## config.mk

```make
export PLATFORM = sky130hd
export DESIGN_NAME = trace_commit_buffer_flat
export DESIGN_NICKNAME = d
export VERILOG_FILES = /design/src/rtl/trace_commit_buffer_if.sv /design/src/rtl/trace_commit_buffer.sv /design/src/flat_wrapper.sv
export SDC_FILE = /design/constraint.sdc
export NUM_CORES = 1
export LEC_CHECK = 0
export BUFFER_PORTS_ARGS = -buffer_cell sky130_fd_sc_hd__buf_2
export CORE_UTILIZATION = 30
export DETAILED_ROUTE_END_ITERATION = 12
export PLACE_DENSITY = 0.43
export SKIP_CTS_REPAIR_TIMING = 1
export SLEW_MARGIN = 10
export SYNTH_ARGS = -nofsm -noshare
export SYNTH_HDL_FRONTEND = slang
export SYNTH_SLANG_ARGS = --single-unit
```

## constraint.sdc

```tcl
create_clock -name clk -period 19 [get_ports clk]
set_input_delay 2.85 -clock clk [delete_from_list [all_inputs] [get_ports clk]]
set_output_delay 2.85 -clock clk [all_outputs]
set_load 0.01 [all_outputs]
```

## src/rtl/trace_commit_buffer_if.sv

```systemverilog
// Retire-record type plus the commit/drain bundle of the trace commit buffer.
// The package lives here so it is compiled ahead of every user of tracer_bus_t.
package trace_commit_buffer_pkg;
  typedef struct packed {
    logic [31:0] pc;
    logic [31:0] insn;
    logic [4:0]  rd;
    logic [31:0] rd_wdata;
    logic        rd_we;
  } tracer_bus_t;
endpackage

interface trace_commit_buffer_if
  import trace_commit_buffer_pkg::*;
#(
  parameter int unsigned DEPTH = 8,
  parameter int unsigned SEQ_W = 32
);
  logic                     commit_valid;
  tracer_bus_t              commit_bus;
  logic                     out_valid;
  logic                     out_ready;
  tracer_bus_t              out_bus;
  logic [SEQ_W-1:0]         out_seq;
  logic [SEQ_W-1:0]         drop_cnt;
  logic [$clog2(DEPTH):0]   level;

  modport master (
    input  commit_valid, commit_bus, out_ready,
    output out_valid, out_bus, out_seq, drop_cnt, level
  );

  modport slave (
    output commit_valid, commit_bus, out_ready,
    input  out_valid, out_bus, out_seq, drop_cnt, level
  );
endinterface

```

## src/rtl/trace_commit_buffer.sv

```systemverilog
// Drop-on-overflow FIFO between writeback and the trace printer; stamps each
// retired record with a sequence number and presents a registered head.
module trace_commit_buffer
  import trace_commit_buffer_pkg::*;
#(
  parameter int unsigned DEPTH = 8,
  parameter int unsigned SEQ_W = 32
) (
  input  logic                  clk,
  input  logic                  rst_n,
  trace_commit_buffer_if.master bus
);

  localparam int unsigned PTR_W = $clog2(DEPTH);
  localparam int unsigned LVL_W = PTR_W + 1;
  localparam logic [LVL_W-1:0] FULL_LVL = LVL_W'(DEPTH);

  tracer_bus_t      mem_bus [DEPTH];
  logic [SEQ_W-1:0] mem_seq [DEPTH];

  logic [PTR_W-1:0] wr_ptr, rd_ptr, rd_next;
  logic [LVL_W-1:0] level_q, level_next;
  logic [SEQ_W-1:0] seq_q, drop_q;
  tracer_bus_t      head_bus;
  logic [SEQ_W-1:0] head_seq;
  logic             valid, full, pop, push, drop, head_from_commit;

  assign valid = (level_q != '0);

  always_comb begin
    pop        = valid && bus.out_ready;
    full       = (level_q == FULL_LVL);
    push       = bus.commit_valid && (!full || pop);
    drop       = bus.commit_valid && full && !pop;
    rd_next    = pop ? rd_ptr + PTR_W'(1) : rd_ptr;
    level_next = level_q;
    if (push && !pop)
      level_next = level_q + LVL_W'(1);
    else if (pop && !push)
      level_next = level_q - LVL_W'(1);
    // Next head is the incoming record only when it lands on the next read slot.
    head_from_commit = push && (wr_ptr == rd_next);
  end

  always_ff @(posedge clk or negedge rst_n) begin
    if (!rst_n) begin
      wr_ptr   <= '0;
      rd_ptr   <= '0;
      level_q  <= '0;
      seq_q    <= '0;
      drop_q   <= '0;
      head_bus <= '0;
      head_seq <= '0;
    end else begin
      if (push)
        wr_ptr <= wr_ptr + PTR_W'(1);
      rd_ptr  <= rd_next;
      level_q <= level_next;
      if (bus.commit_valid)
        seq_q <= seq_q + SEQ_W'(1);
      if (drop && (drop_q != '1))
        drop_q <= drop_q + SEQ_W'(1);
      if (level_next != '0) begin
        head_bus <= head_from_commit ? bus.commit_bus : mem_bus[rd_next];
        head_seq <= head_from_commit ? seq_q          : mem_seq[rd_next];
      end
    end
  end

  always_ff @(posedge clk) begin
    if (push) begin
      mem_bus[wr_ptr] <= bus.commit_bus;
      mem_seq[wr_ptr] <= seq_q;
    end
  end

  assign bus.out_valid = valid;
  assign bus.out_bus   = head_bus;
  assign bus.out_seq   = head_seq;
  assign bus.drop_cnt  = drop_q;
  assign bus.level     = level_q;

endmodule
```

## src/flat_wrapper.sv

```systemverilog
// flat-port wrapper written by rule: the top's interface ports become plain ports
module trace_commit_buffer_flat import trace_commit_buffer_pkg::*;
#(
  parameter int unsigned DEPTH = 8,
  parameter int unsigned SEQ_W = 32
)
  (clk, rst_n, bus_commit_valid, bus_commit_bus, bus_out_ready, bus_out_valid, bus_out_bus, bus_out_seq, bus_drop_cnt, bus_level);
  trace_commit_buffer_if #(.DEPTH(DEPTH), .SEQ_W(SEQ_W)) bus_i ();
  input  logic clk;
  input  logic rst_n;
  input wire logic [$bits(bus_i.commit_valid)-1:0] bus_commit_valid;
  input wire logic [$bits(bus_i.commit_bus)-1:0] bus_commit_bus;
  input wire logic [$bits(bus_i.out_ready)-1:0] bus_out_ready;
  output wire logic [$bits(bus_i.out_valid)-1:0] bus_out_valid;
  output wire logic [$bits(bus_i.out_bus)-1:0] bus_out_bus;
  output wire logic [$bits(bus_i.out_seq)-1:0] bus_out_seq;
  output wire logic [$bits(bus_i.drop_cnt)-1:0] bus_drop_cnt;
  output wire logic [$bits(bus_i.level)-1:0] bus_level;
  assign bus_i.commit_valid = bus_commit_valid;
  assign bus_i.commit_bus = bus_commit_bus;
  assign bus_i.out_ready = bus_out_ready;
  assign bus_out_valid = bus_i.out_valid;
  assign bus_out_bus = bus_i.out_bus;
  assign bus_out_seq = bus_i.out_seq;
  assign bus_drop_cnt = bus_i.drop_cnt;
  assign bus_level = bus_i.level;
  trace_commit_buffer #(.DEPTH(DEPTH), .SEQ_W(SEQ_W)) u_core (.clk(clk), .rst_n(rst_n), .bus(bus_i));
endmodule
```

# After elaboration in Yosys (flattened, before gate mapping)
# Memories as Yosys holds them, arrays and structs flattened. A register that Yosys moved wholly into a read port is not among the register bits.
# Index checks and enable logic that the tools add are counted.
# word_totals
reg_bits	74
ram_bits	1072
in_bits	106
out_inout_bits	171
elab_cells	35
memories	2
# classes
n_addsub	6
eq_ne	2
mux	5
reduce_logical	15
# memory_table
name	words	word_bits	read_ports	rd_clocked_by_memory_dff	write_ports	line	text
u_core.mem_bus	8	102	1	1	1	trace_commit_buffer.sv:18	tracer_bus_t mem_bus [DEPTH];
u_core.mem_seq	8	32	1	1	1	trace_commit_buffer.sv:19	logic [SEQ_W-1:0] mem_seq [DEPTH];
# ops
op	count
32-bit by 1-bit adder with 32-bit output, second input constant	2
32-bit != test, second input constant	1
4-bit 2-to-1 mux	2
4-bit nonzero test	2
1-bit logical AND	7
3-bit by 1-bit adder with 3-bit output, second input constant	2
1-bit zero test	5
4-bit by 1-bit adder with 4-bit output, second input constant	1
4-bit == test, second input constant	1
4-bit by 1-bit subtractor with 4-bit output, second input constant	1
3-bit 2-to-1 mux	1
1-bit 2-to-1 mux	2
1-bit logical OR	1

# Longest topological paths before layout
# Gate-level depths: netlist (run 1).
# depth
word_depth	9
mapped_depth	13
ltp_nobuf	8

# Worst setup path before layout (run 1)
# Ideal clock, no wire load.
# synth_path
path_kind	in2reg
startpoint	input port bus_commit_valid
endpoint	memory u_core.mem_bus[1][0] in the netlist's numbering (enable)
setup_ns	1.004
t_arrival_ns	17.309
required_time_ns	17.996
slack_ns	0.687
cell_stages	4
n_path_buf	2
cell_sequence	clkbuf_1 -> clkbuf_1 -> o21ai_1 -> nor4b_1
# synth_via
elab_chain_len	3
# synth_lines
item	line	text
from (decl)	flat_wrapper.sv:11	input wire logic [$bits(bus_i.commit_valid)-1:0] bus_commit_valid;
1-bit logical AND	trace_commit_buffer.sv:33	push = bus.commit_valid && (!full || pop);
1-bit 2-to-1 mux	trace_commit_buffer.sv:71	if (push) begin
1-bit 2-to-1 mux (implied by the code)	trace_commit_buffer.sv:72	mem_bus[wr_ptr] <= bus.commit_bus;
to (decl)	trace_commit_buffer.sv:18	
# No other way between the ends.

# Worst setup path after layout (run 1)
# layout_path
startpoint	input port bus_out_ready
endpoint	register u_core.bus.out_bus[5] (netlist name)
# layout_via
elab_chain_len	8
elab_cells_between_ends	11
cone_classes	mux: 3; reduce/logical: 8
# layout_lines
item	line	text
from (decl)	flat_wrapper.sv:13	input wire logic [$bits(bus_i.out_ready)-1:0] bus_out_ready;
1-bit logical AND (*)	trace_commit_buffer.sv:31	pop = valid && bus.out_ready;
1-bit logical OR	trace_commit_buffer.sv:33	
1-bit logical AND	trace_commit_buffer.sv:33	
1-bit zero test	trace_commit_buffer.sv:39	else if (pop && !push)
1-bit logical AND	trace_commit_buffer.sv:39	
4-bit 2-to-1 mux	trace_commit_buffer.sv:39	
4-bit 2-to-1 mux	trace_commit_buffer.sv:37	if (push && !pop)
4-bit nonzero test	trace_commit_buffer.sv:63	if (level_next != '0) begin
# Mark *: on every way between the ends. The rest lies on a longest branch, timed or not.
# A chain may end at the register's enable or synchronous reset.

==> metrics.csv, run 1 <==
stage,metric,value,unit
hold_path,whs_path_depth,1,
clock_network,h-tree-depth,4,
hold_path,hp-start,u_core.bus.drop_cnt[16],
global_route,grt_max_degree,140,
sta,finClkSkew,0.02627,ns
outcome,status,"finished, final reports clean",
sta,rsz0062_at_grt,false,
sta,drv_slew,0,
critical_path,cp.required,19.66,ns
sta,finalSetupViolCount,0,
clock_network,cts_buffer_depth,3,
routing,drtIter0Drc,2166,
logic_synthesis,synth_edf_count,1072,
sta,layout_min_cycle_time,6.452,ns
routing,vias,29440,
logic_synthesis,yosysTopAreaCellShare,0.6323,
hold_path,hold_end,u_core.bus.drop_cnt[16],
power,leakage,20.10,nW
global_route,grt_pass1_wl,223800,um
clock_network,cts_root_buffer,clkbuf_16,
final_layout,n_fill_cell,15950,
logic_synthesis,synth_area_leader_cell,edfxtp_1,
critical_path,ff2ff_path_depth,10,
routing,vias_per_cell,5.287,
critical_path,path_delay_family,buffers and inverters,
critical_path,critical_path_class,in -> reg,
logic_synthesis,ys.flop_type,edfxtp_1,
critical_path,slowest_stage,buf_4,
final_layout,fin_nets,3347,
sta,hold_viol_final,0,
logic_synthesis,ys_warn_count,0,
clock_network,cts_buffers,149,
sta,min_period_over_period,0.3396,
logic_synthesis,yosysUniqueCellTypes,53,
hold_path,hold_path.class,reg -> reg,
die,ios,277,
critical_path,crit_path_cell_trace,buf_2 -> nor2b_1 -> a221o_4 -> buf_4 -> buf_12 -> mux2_2 -> o22ai_1 -> a221oi_1 -> a221o_1,
sta,tns,0,ns
global_route,grt_pass1_vias,29850,
critical_path,rrSetupSlack,13.71,ns
die,dieArea,171400,sq um
critical_path,r2r_start,u_core.bus.level[0],
routing,drt_pass1_iterations,5,
logic_synthesis,syn_nets,3090,
routing,wl_per_cell,28.28,um
die,die_w,413.9,um
global_route,grt_overflow,0,
final_layout,drive_gt1_frac,0.2313,
die,start_util,0.3034,
logic_synthesis,async_flop_share,0.1625,
routing,postRouteAntennaNets,0,
clock_network,clock_latency,0.78,ns
sta,fin_ws,12.55,ns
clock_network,clk_pin_slew,0.06,ns
die,placementRows,150,
placement,place_congestion,0.7073,
logic_synthesis,seq_area_frac_synth,0.7345,
logic_synthesis,syn_inst,2978,
die,die_h,413.9,um
die,core,167800,sq um
critical_path,cpPeakStageDelay,0.88,ns
critical_path,arrival,7.11,ns
final_layout,syn_to_final_growth,16.83,%
logic_synthesis,syn_area,50910,sq um
sta,slew_headroom,0.2050,
placement,hpwl,74390,um
clock_network,clkSinkCount,1280,
sta,worstMarginPinSlew,1.193,ns
placement,numPortBuffers,276,
sta,max_freq,0.1550,GHz
clock_network,cts_tree,built,
run,cap_viol_max_count,0,
critical_path,crit_fanout,139,
global_route,antenna_found_initial,24,
power,p_per_area,184.9,nW/um^2
logic_synthesis,synth.area.top_cells,"edfxtp_1 (63%), dfrtp_1 (10%), mux2i_1 (5.3%)",
logic_synthesis,postSynthAreaPerCell,17.10,sq um
placement,dp_slack,11.81,ns
global_route,grtUsageTotal,0.1815,
power,peakVddDrop,0.2694,mV
critical_path,startpoint_type,primary input,
critical_path,r2r-end,u_core.bus.out_bus[5],
critical_path,endpoint_kind,flip-flop,
critical_path,critPathBufInv,3,
routing,finalWirelength,157500,um
routing,route.detailed.drc,0,
logic_synthesis,synth-seq-cells,1280,
-- cell usage after synthesis, drive strengths merged, types with 12 or more instances --
cell       n
nand2     35
dfrtp    208
xnor2     60
a221oi   135
o22ai    134
nand4     25
buf       70
a221o    136
mux2i    268
a211oi   134
clkbuf   163
edfxtp  1072
nor3      12
mux2     271
nand3    157
-- cell families after synthesis --
group | after synthesis | synth area share
DFF | 1280 | 0.7345
AOI/OAI and AO/OA | 555 | 0.08880
muxes | 539 | 0.1126
and+or+nand+nor | 293 | 0.03109
buffers and inverters | 237 | 0.01961
xor gates and xnor gates | 68 | 0.01185
adders and majority gates | 6 | 0.001475
-- flip-flops by register name, summed over array words and instances (netlist names) --
name                 cells
u_core.rd_ptr            3
u_core.mem_bus         816
u_core.bus.out_bus     102
u_core.mem_seq         256
u_core.wr_ptr            3
u_core.seq_q            32
u_core.bus.out_seq      32
u_core.bus.drop_cnt     32
u_core.bus.level         4
-- routing by layer --
layer  GRT usage  up-vias  wire length [um]
met1      0.2378    15530             68660
li1            -    12760                 -
met4     0.05527        2              4075
met3     0.02823      266              6934
met5           0        -                 8
met2      0.3079      886             77780
-- report_power, final --
part | internal [W] | switching [W] | total (W) | leakage (nW)
logic | 0.00148 | 0.00287 | 0.00436 | 5.53
clock network | 0.00162 | 0.00116 | 0.00277 | 2.33
registers | 0.00362 | 0.000242 | 0.00387 | 12.2
total | 0.00673 | 0.00427 | 0.0110 | 20.1
-- through the flow --
step	cell area, sq um	hold WS (ns)	util	total power [W]	instances
after floorplan	50910	0.5187	-	0.006695	2978
after global placement	54730	0.4703	0.3262	0.008308	5288
after detailed placement	54730	0.4764	0.3262	0.008333	5288
after CTS	59470	0.4865	0.3544	0.01114	5564
after global routing	59480	0.5150	0.3545	0.01149	5567
final	59480	0.4818	0.3545	0.01100	5567
-- worst max-delay path by stage --
| stage | startpoint | endpoint | slack [ns] | cells past startpoint |
|---|---|---|---|---|
| finish | bus_out_ready | u_core.bus.out_bus[5] | 12.55 | 9 |
| global route | bus_out_ready | u_core.bus.out_bus[6] | 12.40 | 9 |
| CTS | bus_out_ready | u_core.bus.out_bus[5] | 12.68 | 9 |
| detailed placement | bus_out_ready | u_core.bus.out_bus[12] | 11.81 | 9 |
| global placement | bus_out_ready | u_core.bus.out_bus[46] | 11.83 | 9 |
| floorplan | bus_commit_valid | u_core.mem_bus[1][0] | 0.69 | 4 |
-- final cells by class --
type / count / area (sq um) / share of cell area
clock buffers: 212 / 4254 / 0.07152
well taps: 2204 / 2758 / 0.04636
repair buffers: 339 / 1927 / 0.03240
flip-flops and latches: 1280 / 37400 / 0.6287
multi-input cells: 1461 / 12640 / 0.2125
clock inverters: 64 / 484.2 / 0.008141
inverters: 4 / 15.01 / 0.0002524
diodes: 3 / 7.507 / 0.0001262
-- layout by cell type, fill, tap and decap left out, types with 4 or more instances in the layout --
cell          n
edfxtp_1   1072
buf_2       275
mux2i_1     268
dfrtp_1     208
mux2_2      200
nand3_1     157
clkbuf_16   156
a221o_1     135
o22ai_1     134
a221oi_1    134
a211oi_1    134
mux2_1       71
xnor2_1      59
buf_4        58
clkbuf_1     42
nand2_1      33
clkinv_2     29
nand4_1      25
clkinv_1     19
clkbuf_8     14
and3_1       11
nor3_1       10
and4_1       10
nor2b_1       9
xor2_1        8
nor2_1        6
ha_1          6
buf_12        5
inv_1         4
bufinv_16     4
Power figures use the tool's default switching activity.
==> inputs of run 2 (changes only) <==
--- a/config.mk
+++ b/config.mk
@@ -5,6 +5,7 @@
 export SDC_FILE = /design/constraint.sdc
 export NUM_CORES = 1
 export LEC_CHECK = 0
+export ABC_AREA = 1
 export BUFFER_PORTS_ARGS = -buffer_cell sky130_fd_sc_hd__buf_2
 export CORE_UTILIZATION = 30
 export DETAILED_ROUTE_END_ITERATION = 12
==> constraint.sdc (replaced) <==
create_clock -name clk -period 6.1 [get_ports clk]
set_input_delay 0.915 -clock clk [delete_from_list [all_inputs] [get_ports clk]]
set_output_delay 0.915 -clock clk [all_outputs]
set_load 0.01 [all_outputs]
==> run 2 against run 1 <==
Register-to-register slack worse by 12 ns; sequential share of layout area fell by 6.7 points; utilization decreased by 0.49 points; setup slack lost 10 ns; count of clock-buffer cells in the layout up 11; critical endpoint is now u_core.bus.out_bus[61]; hold slack got worse by 0.35 ns; sequential cell count unchanged.
==> metrics.csv, run 2 <==
stage,metric,value,unit,change
sta,drv_slew,0,,unchanged
clock_network,clock_latency,0.81,ns,+0.03 ns
routing,route.detailed.drc,0,,unchanged
routing,postRouteAntennaNets,0,,unchanged
critical_path,crit_path_cell_trace,inv_1 -> ha_1 -> nand2_2 -> nand3_4 -> nand3_1 -> nand2_1 -> nor2_1 -> nand3_4 -> buf_4 -> nand3_1 -> nand2_1 -> nand2_1 -> nand2_1,,
sta,fin_hold_ws,0.1326,ns,-0.3492 ns
placement,place_congestion,0.7772,,+9.9%
global_route,antenna_found_initial,32,,+33%
critical_path,startpoint_type,flip-flop,,
routing,vias,41230,,+40%
critical_path,endpoint_kind,flip-flop,,
routing,wl_per_cell,22.19,um,-22%
logic_synthesis,synth.area.top_cells,"edfxtp_1 (56%), nand3_1 (15%), dfrtp_1 (9.0%)",,
power,leakage,28.50,nW,+42%
logic_synthesis,syn_inst,5733,,+93%
final_layout,max_flop_register,u_core.mem_bus,,
sta,min_period_over_period,0.6470,,
logic_synthesis,ys.flop_type,edfxtp_1,,
run,cap_viol_max_count,0,,unchanged
sta,rsz0062_at_grt,false,,
global_route,grt_max_degree,189,,+35%
power,p_per_area,504.7,nW/um^2,+170%
clock_network,clk_pin_slew,0.06,ns,about the same
die,ios,277,,unchanged
routing,drtIter0Drc,2909,,+34%
sta,max_freq,0.2534,GHz,
global_route,grtUsageTotal,0.1937,,+0.01226
logic_synthesis,synthTopCellsByCount,"nand3_1 (1,772), edfxtp_1 (1,072), inv_1 (998), nand2_1 (968), clkbuf_1 (226)",,
final_layout,fin_nets,5976,,+79%
clock_network,h-tree-depth,4,,unchanged
final_layout,drive_gt1_frac,0.09983,,-0.1314
logic_synthesis,synth-seq-cells,1280,,unchanged
global_route,grt_pass1_wl,279700,um,+25%
power,peakVddDrop,0.3829,mV,+42%
clock_network,cts_tree,built,,
final_layout,n_fill_cell,19090,,+20%
critical_path,critical_path_class,reg -> reg,,
critical_path,cpPeakStageDelay,0.62,ns,-0.26 ns
clock_network,cts_root_buffer,clkbuf_16,,
placement,dp_slack,2.007,ns,-9.805 ns
routing,vias_per_cell,4.845,,-8.4%
critical_path,path_common_cell,nand2_1,,
clock_network,cts_buffers,150,,+0.67%
logic_synthesis,async_flop_share,0.1625,,unchanged
final_layout,final_common_cell,nand3_1,,
sta,hold_viol_final,0,,unchanged
logic_synthesis,postSynthAreaPerCell,10.05,sq um,-41%
outcome,status,"finished, final reports clean",,
routing,drt_pass1_iterations,7,,+2
critical_path,arrival,4.61,ns,-2.50 ns
logic_synthesis,ys_warn_count,0,,unchanged
final_layout,largest_register_ffs,816,,unchanged
sta,worstMarginPinSlew,1.386,ns,+0.1935 ns
critical_path,cp.required,6.76,ns,-12.90 ns
sta,finClkSkew,0.02887,ns,+0.002595 ns
sta,slew_headroom,0.07601,,-0.1290
clock_network,clkSinkCount,1280,,unchanged
logic_synthesis,yosysUniqueCellTypes,36,,-32%
die,die_h,440.1,um,+6.3%
logic_synthesis,yosysMostFrequentCell,nand3_1,,
logic_synthesis,syn_area,57590,sq um,+13%
routing,finalWirelength,188900,um,+20%
critical_path,slowest_stage,nand3_4,,
hold_path,hold_path.class,in -> async,,
sta,layout_min_cycle_time,3.947,ns,
placement,numPortBuffers,276,,unchanged
critical_path,rrSetupSlack,2.15,ns,-11.56 ns
die,die_w,440.1,um,+6.3%
final_layout,final_cell_mix,"nand3_1 (1,769), edfxtp_1 (1,072), inv_1 (998)",,
final_layout,syn_to_final_growth,15.57,%,
die,dieArea,193700,sq um,+13%
global_route,grt_pass1_vias,40960,,+37%
clock_network,cts_buffer_depth,3,,unchanged
sta,finalSetupViolCount,0,,unchanged
die,placementRows,160,,+6.7%
logic_synthesis,syn_nets,5845,,+89%
global_route,grt_overflow,0,,unchanged
logic_synthesis,yosysTopAreaCellShare,0.5590,,-0.07336
logic_synthesis,synth_area_leader_cell,edfxtp_1,,
die,start_util,0.3025,,-0.0009189
logic_synthesis,synth_edf_count,1072,,unchanged
die,core,190400,sq um,+13%
critical_path,crit_fanout,37,,-73%
placement,hpwl,94550,um,+27%
logic_synthesis,seq_area_frac_synth,0.6493,,-0.08522
sta,fin_ws,2.153,ns,-10.39 ns
==> run 2: changes by cell type after synthesis, sizes merged, moves of 134 or more <==
cell    before   now
nand2       35   972
a211oi     134     0
nand3b       1   135
a221oi     135     0
inv          4  1000
a221o      136     0
mux2i      268     0
o22ai      134     0
mux2       271     0
nand3      157  1774
==> run 2: final timing paths <==
check                                         endpoint  depth (start not counted)                   start
worst max-delay path            u_core.bus.out_bus[61]                         13     u_core.bus.level[0]
worst min-delay path            u_core.bus.out_bus[91]                          1                   rst_n
worst max register to register  u_core.bus.out_bus[61]                         13     u_core.bus.level[0]
worst min register to register  u_core.bus.out_bus[90]                          2  u_core.bus.out_bus[90]
max in group asynchronous       u_core.bus.out_bus[50]                          2                   rst_n
min in group clk                 u_core.mem_bus[5][40]                          1      bus_commit_bus[40]
==> run 2: worst max-delay path: cells and delay by family (launching register included) <==
kind / cells / cell delay (ns)
adder cells (fa/ha/maj): 1 / 0.26
buffers and inverters: 2 / 0.72
flip-flops: 1 / 0.46
AND/OR/NAND/NOR: 10 / 2.34
==> run 2: final cells by class <==
type	count	area (sq um)	area share
inverters	1000	3766	0.05658
clock inverters	55	523.0	0.007858
well taps	2511	3142	0.04720
clock buffers	223	4290	0.06446
repair buffers	350	2405	0.03613
multi-input cells	3082	15020	0.2256
diodes	9	22.52	0.0003384
flip-flops and latches	1280	37400	0.5618
==> run 2: cell families (layout without fill, tap and decap cells) <==
kind of cell / Yosys count / count (layout) / share of synthesized area
and+or+nand+nor: 2989 / 2989 / 0.2446
xor gates and xnor gates: 62 / 62 / 0.009429
other: 0 / 9 / 0
AOI/OAI and AO/OA: 25 / 25 / 0.002390
buffers and inverters: 1371 / 1628 / 0.09292
adders and majority gates: 6 / 6 / 0.001303
DFF: 1280 / 1280 / 0.6493
==> run 2: stage by stage <==
step           cells  instance area, sq um  total power, W  setup TNS, ns  utilization
3_3_place_gp    8222                 61700         0.02510              0       0.3241
4_1_cts         8500                 66510         0.03412              0       0.3493
2_1_floorplan   5733                 57590         0.01998       -1541.72            -
6_report        8510                 66560         0.03359              0       0.3496
3_5_place_dp    8222                 61700         0.02512              0       0.3241
5_1_grt         8507                 66550         0.03569              0       0.3496
==> run 2: report_power, final <==
group | internal [W] | switching (W) | total (W) | leakage (nW)
combinational | 0.00357 | 0.00920 | 0.0128 | 14.0
sequential | 0.0111 | 0.000778 | 0.0119 | 12.2
clock | 0.00517 | 0.00374 | 0.00891 | 2.36
==> run 2: per-layer routing <==
| layer | GRT usage | wire, um | part of all wire | up-vias |
|---|---|---|---|---|
| met2 | 0.3372 | 94250 | 0.50 | 906 |
| met3 | 0.02782 | 7752 | 0.041 | 274 |
| met4 | 0.05281 | 4188 | 0.022 | 4 |
| met5 | 0 | 28 | 0.00015 | - |
| met1 | 0.2497 | 82650 | 0.44 | 20610 |
| li1 | - | - | - | 19440 |
==> inputs of run 3 (changes only) <==
--- a/config.mk
+++ b/config.mk
@@ -9,7 +9,7 @@
 export BUFFER_PORTS_ARGS = -buffer_cell sky130_fd_sc_hd__buf_2
 export CORE_UTILIZATION = 30
 export DETAILED_ROUTE_END_ITERATION = 12
-export PLACE_DENSITY = 0.43
+export PLACE_DENSITY = 0.44
 export SKIP_CTS_REPAIR_TIMING = 1
 export SLEW_MARGIN = 10
 export SYNTH_ARGS = -nofsm -noshare
==> constraint.sdc (replaced) <==
create_clock -name clk -period 3.5 [get_ports clk]
set_input_delay 0.525 -clock clk [delete_from_list [all_inputs] [get_ports clk]]
set_output_delay 0.525 -clock clk [all_outputs]
set_load 0.01 [all_outputs]
==> run 3 against run 2 <==
Design area increased by 1.2%; non-clock buffer count increased by 64; count of clock-buffer cells in the layout is 14 lower; critical path type unchanged; critical endpoint is now u_core.bus.out_bus[52]; largest power group unchanged.
==> metrics.csv, run 3 (synthesis results as in run 2) <==
stage,metric,value,unit,change
power,p_total,0.05897,W,+76%
placement,hpwl,100300,um,+6.0%
outcome,status,"finished, final reports clean",,
final_layout,fin_nets,6040,,+1.1%
sta,fin_hold_ws,0.03291,ns,-0.09969 ns
run,cap_viol_max_count,0,,unchanged
final_layout,fin_cells,8577,,+0.79%
clock_network,clk_pin_slew,0.06,ns,about the same
placement,place_congestion,0.7866,,+1.2%
critical_path,cpPeakStageDelay,0.42,ns,-0.20 ns
clock_network,h-tree-depth,4,,unchanged
sta,min_period_over_period,0.8209,,+0.1738
routing,route.detailed.drc,0,,unchanged
critical_path,arrival,3.55,ns,-1.06 ns
final_layout,regArea,37400,sq um,about the same
clock_network,cts_tree,built,,
sta,finClkSkew,0.02808,ns,-0.0007897 ns
routing,vias_per_cell,4.844,,about the same
hold_path,hold_path.class,in -> reg,,
die,die_w,440.1,um,unchanged
routing,drtIter0Drc,2892,,-0.58%
global_route,antenna_found_initial,26,,-19%
sta,finalSetupViolCount,0,,unchanged
final_layout,multi_input_area,15060,sq um,+0.32%
sta,rsz0062_at_grt,false,,
final_layout,final_cell_mix,"nand3_1 (1,769), edfxtp_1 (1,072), inv_1 (994)",,
placement,numPortBuffers,276,,unchanged
critical_path,crit_path_cell_trace,inv_2 -> ha_4 -> nand2_2 -> nand2_4 -> nor2_2 -> nand2_1 -> o21ai_2 -> xor2_1 -> nand3_4 -> buf_12 -> buf_12 -> buf_4 -> nand2_1 -> nand2_1,,
die,die_h,440.1,um,unchanged
global_route,grtUsageTotal,0.1943,,+0.0006168
routing,drt_pass1_iterations,5,,-2
clock_network,clock_latency,0.80,ns,about the same
global_route,grt_max_degree,135,,-29%
final_layout,drive_gt1_frac,0.1090,,+0.009204
final_layout,max_flop_register,u_core.mem_bus,,
sta,slew_headroom,0.3672,,+0.2912
power,p_per_area,875.1,nW/um^2,+73%
final_layout,n_fill_cell,18970,,-0.64%
die,placementRows,160,,unchanged
global_route,grt_overflow,0,,unchanged
die,dieArea,193700,sq um,unchanged
critical_path,slowest_stage,dfrtp_2,,
routing,finalWirelength,188500,um,-0.21%
global_route,grt_pass1_vias,41770,,+2.0%
power,peakVddDrop,0.7843,mV,+100%
die,start_util,0.3025,,unchanged
clock_network,clkSinkCount,1280,,unchanged
clock_network,cts_root_buffer,clkbuf_16,,
final_layout,final_common_cell,nand3_1,,
clock_network,cts_buffers,150,,unchanged
die,ios,277,,unchanged
critical_path,path_delay_family,simple AND/OR/NAND/NOR gates,,
critical_path,startpoint_type,flip-flop,,
routing,vias,41550,,+0.77%
final_layout,largest_register_ffs,816,,unchanged
critical_path,rrSetupSlack,0.63,ns,-1.53 ns
critical_path,critPathBufInv,4,,+2
routing,postRouteAntennaNets,0,,unchanged
power,leakage,28.87,nW,+1.3%
global_route,grt_pass1_wl,281200,um,+0.55%
critical_path,cp.required,4.18,ns,-2.58 ns
sta,hold_viol_final,0,,unchanged
sta,layout_min_cycle_time,2.873,ns,-1.074 ns
routing,wl_per_cell,21.97,um,-0.99%
die,core,190400,sq um,unchanged
critical_path,endpoint_kind,flip-flop,,
critical_path,crit_fanout,22,,-41%
critical_path,critical_path_class,reg -> reg,,
final_layout,syn_to_final_growth,17.00,%,
placement,dp.cells,8282,,+0.73%
sta,max_freq,0.3481,GHz,+37%
sta,worstMarginPinSlew,0.9492,ns,-0.4368 ns
critical_path,path_common_cell,nand2_1,,
sta,drv_slew,0,,unchanged
clock_network,cts_buffer_depth,3,,unchanged
==> run 3: worst paths after layout <==
path,start,end,depth (start not counted)
worst max-delay path,u_core.bus.level[0],u_core.bus.out_bus[52],14
worst min-delay path,bus_commit_bus[18],u_core.mem_bus[6][18],1
worst max register to register,u_core.bus.level[0],u_core.bus.out_bus[52],14
worst min register to register,u_core.bus.out_seq[7],u_core.bus.out_seq[7],2
max in group asynchronous,rst_n,u_core.bus.level[0],3
min in group asynchronous,rst_n,u_core.bus.level[3],2
==> run 3: power breakdown <==
group / internal (W) / switching [W]
clock: 0.00842 / 0.00646
sequential: 0.0194 / 0.00139
combinational: 0.00711 / 0.0162
==> run 3: per-stage QoR <==
stage                       util  setup WS [ns]  TNS (ns)  cell area (sq um)
after detailed placement  0.3294         0.6210         0              62700
after global placement    0.3294         0.6498         0              62700
after CTS                 0.3535         0.5943         0              67300
after global routing      0.3539         0.4076         0              67380
after floorplan                -       -0.02159    -6.404              57710
final                     0.3539         0.6269         0              67380
==> run 3: layout make-up <==
| type | instances | area share |
|---|---|---|
| Sequential cell | 1280 | 0.5550 |
| Tap cell | 2511 | 0.04662 |
| Antenna cell | 13 | 0.0004828 |
| Timing Repair Buffer | 414 | 0.05013 |
| Clock buffer | 209 | 0.06202 |
| Multi-Input combinational cell | 3082 | 0.2235 |
| Clock inverter | 68 | 0.006239 |
| Inverter | 1000 | 0.05596 |
==> run 3: layer usage <==
metal | global-route usage | part of all wire
met1 | 0.2435 | 0.43
met2 | 0.3376 | 0.50
met3 | 0.02651 | 0.040
met4 | 0.07471 | 0.033
met5 | 0 | 0
==> run 3: worst reg2reg max path: cells and delay by family, from the launching register on <==
kind            cells  cell delay [ns]
compound gates      1             0.07
fa+ha+maj           1             0.17
simple gates        7             1.03
buf+inv             4             0.74
xor+xnor            1             0.33
flops               1             0.42
